===== config.mk =====
export PLATFORM = sky130hd
export DESIGN_NAME = sect409r1_pt_unload_flat
export DESIGN_NICKNAME = d
export VERILOG_FILES = /design/src/rtl/sect409r1_pt_unload_if.sv /design/src/rtl/sect409r1_pt_unload.sv /design/src/flat_wrapper.sv
export SDC_FILE = /design/constraint.sdc
export NUM_CORES = 2
export LEC_CHECK = 0
export ABC_CLOCK_PERIOD_IN_PS = 2900
export CORE_AREA = 2 2 336 338
export DETAILED_ROUTE_END_ITERATION = 8
export DIE_AREA = 0 0 338 340
export SYNTH_ARGS = -nofsm -noshare
export SYNTH_HDL_FRONTEND = slang
export SYNTH_SLANG_ARGS = --single-unit
export TNS_END_PERCENT = 5

===== constraint.sdc =====
create_clock -name clk -period 2.9 [get_ports clk]
set_input_delay 0.58 -clock clk [delete_from_list [all_inputs] [get_ports clk]]
set_output_delay 0.58 -clock clk [all_outputs]
set_load 0.01 [all_outputs]

===== src/rtl/sect409r1_pt_unload_if.sv =====
// Word-stream bus carrying unloaded sect409r1 results to a narrow host sink.
// The master presents words and the slave accepts them with out_ready.
interface sect409r1_pt_unload_if #(
    parameter int DW = 32
);
    logic          out_valid;
    logic          out_ready;
    logic [DW-1:0] out_data;
    logic          out_last;

    modport master (
        output out_valid,
        output out_data,
        output out_last,
        input  out_ready
    );

    modport slave (
        input  out_valid,
        input  out_data,
        input  out_last,
        output out_ready
    );
endinterface


===== src/rtl/sect409r1_pt_unload.sv =====
// Captures the affine (x, y) result on each rising edge of the multiplier's done
// and streams it out LSW first, x before y, over a valid/ready word bus.
module sect409r1_pt_unload #(
    parameter  int DW = 32,
    localparam int M  = 409
) (
    input  logic                  clk,
    input  logic                  rst_n,
    input  logic                  clr,
    input  logic                  done,
    input  logic [M-1:0]          x,
    input  logic [M-1:0]          y,
    sect409r1_pt_unload_if.master ob,
    output logic                  busy,
    output logic                  ovf
);
    localparam int NW    = (M + DW - 1) / DW;
    localparam int WORDS = 2 * NW;
    localparam int HW    = NW * DW;
    localparam int BW    = 2 * HW;
    localparam int IW    = $clog2(WORDS);

    localparam logic [IW-1:0] LAST = IW'(WORDS - 1);
    localparam logic [IW-1:0] PEN  = IW'(WORDS - 2);

    typedef enum logic {
        IDLE,
        SEND
    } state_t;

    state_t        state;
    logic          done_q;
    logic [IW-1:0] idx;
    logic [BW-1:0] buffer;

    logic          rise;
    logic          hs;
    logic [BW-1:0] capture;

    assign rise    = done & ~done_q;
    assign hs      = ob.out_valid & ob.out_ready;
    assign capture = {HW'(y), HW'(x)};

    // The buffer shifts right one word per handshake, so the current word is
    // always the low slice and a fully drained buffer reads as zero.
    assign ob.out_data = buffer[DW-1:0];

    // NOTE: all state below is sequential and uses non-blocking assignments so
    // every register samples pre-edge values regardless of statement order.
    always_ff @(posedge clk) begin
        if (!rst_n || clr) begin
            state        <= IDLE;
            done_q       <= 1'b0;
            idx          <= '0;
            // NOTE: the wide buffer is reset deliberately so out_data reads 0
            // after reset/clr and no stale result can leak onto the bus.
            buffer       <= '0;
            ob.out_valid <= 1'b0;
            ob.out_last  <= 1'b0;
            busy         <= 1'b0;
            ovf          <= 1'b0;
        end else begin
            done_q <= done;
            unique case (state)
                IDLE: begin
                    if (rise) begin
                        state        <= SEND;
                        buffer       <= capture;
                        idx          <= '0;
                        ob.out_valid <= 1'b1;
                        ob.out_last  <= 1'b0;
                        busy         <= 1'b1;
                    end
                end
                SEND: begin
                    if (hs && idx == LAST) begin
                        idx         <= '0;
                        ob.out_last <= 1'b0;
                        if (rise) begin
                            // Back-to-back result: reload without a bubble.
                            buffer <= capture;
                        end else begin
                            state        <= IDLE;
                            buffer       <= buffer >> DW;
                            ob.out_valid <= 1'b0;
                            busy         <= 1'b0;
                        end
                    end else begin
                        if (hs) begin
                            buffer      <= buffer >> DW;
                            idx         <= idx + 1'b1;
                            ob.out_last <= (idx == PEN);
                        end
                        if (rise) begin
                            ovf <= 1'b1;
                        end
                    end
                end
                default: begin
                    state <= IDLE;
                end
            endcase
        end
    end
endmodule


===== src/flat_wrapper.sv =====
// flat-port wrapper written by rule: the top's interface ports become plain ports
module sect409r1_pt_unload_flat 
#(
    parameter  int DW = 32,
    localparam int M  = 409
)
  (clk, rst_n, clr, done, x, y, busy, ovf, ob_out_valid, ob_out_data, ob_out_last, ob_out_ready);
  sect409r1_pt_unload_if #(.DW(DW)) ob_i ();
  input  logic clk;
  input  logic rst_n;
  input  logic clr;
  input  logic done;
  input  logic [M-1:0] x;
  input  logic [M-1:0] y;
  output logic busy;
  output logic ovf;
  output wire logic [$bits(ob_i.out_valid)-1:0] ob_out_valid;
  output wire logic [$bits(ob_i.out_data)-1:0] ob_out_data;
  output wire logic [$bits(ob_i.out_last)-1:0] ob_out_last;
  input wire logic [$bits(ob_i.out_ready)-1:0] ob_out_ready;
  assign ob_out_valid = ob_i.out_valid;
  assign ob_out_data = ob_i.out_data;
  assign ob_out_last = ob_i.out_last;
  assign ob_i.out_ready = ob_out_ready;
  sect409r1_pt_unload #(.DW(DW)) u_core (.clk(clk), .rst_n(rst_n), .clr(clr), .done(done), .x(x), .y(y), .ob(ob_i), .busy(busy), .ovf(ovf));
endmodule

==> summary.md <==
| Metric | Value |
|---|---|
| Final worst-path cycle share | `89.8%` |
| Share of the synthesized area in the top cell type | `48.5%` |
| Yosys reg bits | `835` |
| Initial DRT Pass Iterations | `6` |
| Sequential share of power | `42.7%` |
| Max-Cap Viols | `0` |
| Warnings, synthesis | `0` |
| Status | `complete, no violations` |
| Post-synth top cells | `1608 x a21oi_1, 835 x dfxtp_1, 822 x nand2_1` |
| Crit-path leading delay family | `compound AO/OA/AOI/OAI gates` |
| First DRT Iteration DRCs | `3939` |
| Worst skew pair latency | `680 ps` |
| Crit-path slowest cell | `a21oi_1` |
| Area growth, synth to finish | `41.0%` |
| Initial core utilization | `30.9%` |
| Number of hold buffers added after cts | `0` |
| Crit path DAT | `3160 ps` |
| Clock buffer count from CTS | `94` |
| # rows | `123` |
| Share of cells above drive strength 1 | `6.67%` |
| Worst Hold Class | `in2reg` |
| Setup violators final | `0` |
| Main flop type after synthesis | `dfxtp_1` |
| Worst slew pin tran | `615 ps` |
| Setup CP Type | `reg2reg` |
| Post-CTS Repair Setup Buffers | `0` |
| Slew HR | `59.0%` |
| Synth area leaders | `dfxtp_1 48%, a21oi_1 23%, o21ai_0 11%` |
| Wirelength per Cell | `22.2 um` |
| Setup WS post-layout | `296 ps` |
| Clock Tree Root | `clkbuf_16` |
| Peak VDD IR | `434 uV` |
| Initial antenna violation count | `46` |
| P_int | `21200 uW` |
| Seq/Total Area, Yosys | `48.5%` |
| Combinational cell fraction of total power | `15.2%` |
| First-pass GRT wire length | `220 mm` |
| GP Congestion | `0.942` |
| Crit-path max FO | `88` |
| DR vias/cell | `5.33` |
| Gate Count Post-Synth | `4623` |
| Clock power share | `42.2%` |
| Vias in the first global route | `34200` |
| Fillers | `11200` |
| Buffers on Ports | `858` |
| Total GRT Usage | `25.2%` |
| Largest net degree at the start of global routing | `109` |
| Reg clk slew, reported paths | `60 ps` |
| EDFF count, synth | `0` |
| Post-layout util | `43.6%` |
| Unique masters post-synth | `31` |
| Max clock buf depth | `3` |
| Critical Path Max Stage Delay | `590 ps` |
| Avg Cell Area, Syn | `7.46 um2` |
| Critical path cell sequence | `inv_1 -> ha_1 -> nand4b_1 -> o31a_2 -> buf_12 -> a21oi_1 -> buf_4 -> a21oi_1` |
| Largest area contributor in the netlist | `dfxtp_1` |
| P per Cell Area | `597 nW/um2` |
| Psw | `7830 uW` |
| WP data required | `3460 ps` |
| Die width | `338 um` |
| Max Clk Rate | `384 MHz` |
| DRC errors left | `0` |
| Antenna Nets Post-Route | `0` |
| Pleak | `0.0197 uW` |
| Clock Skews | `29.6 ps` |
| CTS resizes | `0` |
| Pre-CTS WS | `-98.2 ps` |
| Via count | `36800` |
| CTS tree | `done` |
| RSZ-0062 raised after global routing | `false` |
| Element type at the critical path end | `register` |
| Hold Slack | `441 ps` |
| Die Height | `340 um` |
| Syn Std Cell Area | `34500 um2` |
| Clk sinks | `835` |
| Ys async rst share | `0%` |
| Final hold viol count | `0` |
| Sw Ratio | `27.0%` |
| Die ar. | `115000 um2` |
| Core region area | `112000 um2` |
| CP Buf/Inv Count | `3` |
| Post-DP HPWL | `111 mm` |
| Io pins | `859` |
| Most used cell, CP | `a21oi_1` |
| H-tree depth | `3` |
| Total grt overflow | `0` |
| Mapped Nets | `5449` |
| Nets | `6117` |
| Most common cell in the netlist | `a21oi_1` |
| Startpoint Class | `register` |
| Tmin final | `2600 ps` |
| Post-Route WL | `153 mm` |
| Max-slew violations | `0` |
kinds of logic (layout without fill, tap and decap cells):
kind of cell | count (synthesis) | in the layout | share of synthesized area (%)
buffers and inverters | 490 | 1231 | 6.32
AOI/OAI and AO/OA | 2411 | 2411 | 35.2
xor gates and xnor gates | 3 | 3 | 0.0762
other | 0 | 43 | 0
DFF | 835 | 835 | 48.5
and+or+nand+nor | 881 | 881 | 9.84
adders and majority gates | 3 | 3 | 0.109
tightest hold or removal path, cell delays in order:
cell	delay [ps]
clkdlybuf4s50_1	400
nand2_1	50
a21oi_1	50
layer usage:
metal	up-vias	global-route usage, %	wire length, um
met5	-	0	49
met4	8	10.5	5890
met3	248	3.87	10500
met2	1533	38.1	68900
met1	17600	35.5	67800
li1	17500	-	-
metrics by stage:
| stage | TNS (ps) | cells | instance area [um2] | power [uW] |
|---|---|---|---|---|
| floorplan | 0 | 4623 | 34500 | 14400 |
| global placement | -202 | 6695 | 45400 | 17000 |
| detailed placement | -191 | 6695 | 45400 | 17000 |
| CTS | 0 | 6864 | 48500 | 29100 |
| global route | 0 | 6904 | 48600 | 30100 |
| finish | 0 | 6907 | 48600 | 29000 |
path summary, 6_finish.rpt:
kind | from | end | slack (ps) | cells after the start
worst max register to register | u_core.idx[1] | u_core.buffer[451] | 300 | 8
worst max-delay path | u_core.idx[1] | u_core.buffer[451] | 300 | 8
worst min register to register | u_core.buffer[800] | u_core.buffer[800] | 460 | 2
worst min-delay path | x[404] | u_core.buffer[404] | 440 | 3
power groups by stage:
stage,logic [uW],registers (uW),clock network (uW)
after floorplan,2000,12400,0
after global placement,4360,12600,0
after detailed placement,4350,12600,0
after CTS,4390,12400,12400
after global routing,4780,12400,12900
final,4410,12400,12200
layout by cell type (no fill, tap or decap), drive strengths merged, types with 2 or more instances in the layout:
cell,instances
dfxtp,835
ha,3
o21ai,790
clkinvlp,2
clkdlybuf4s50,858
nand3,34
buf,202
a21oi,1608
diode,43
nor2,13
inv,5
nand2,822
a32oi,7
xor2,2
bufinv,6
clkbuf,137
or3,2
nand2b,2
clkinv,21
state kept, by name, indices dropped and copies added (netlist names):
signal               flops
u_core.buffer          825
u_core.idx               5
u_core.done_q            1
u_core.ob.out_last       1
u_core.ob.out_valid      1
u_core.ovf               1
u_core.state             1
final cells by class:
cell class	instances	area (um2)	area share, %
Inverter	2	7.51	0.0154
Tap cell	1500	1880	3.86
Sequential cell	835	16700	34.4
Multi-Input combinational cell	3298	15600	32.1
Clock buffer	137	2760	5.67
Timing Repair Buffer	1060	11200	22.9
Clock inverter	32	393	0.808
Antenna cell	43	108	0.221
Note: power is estimated with default switching activity, not from simulation.
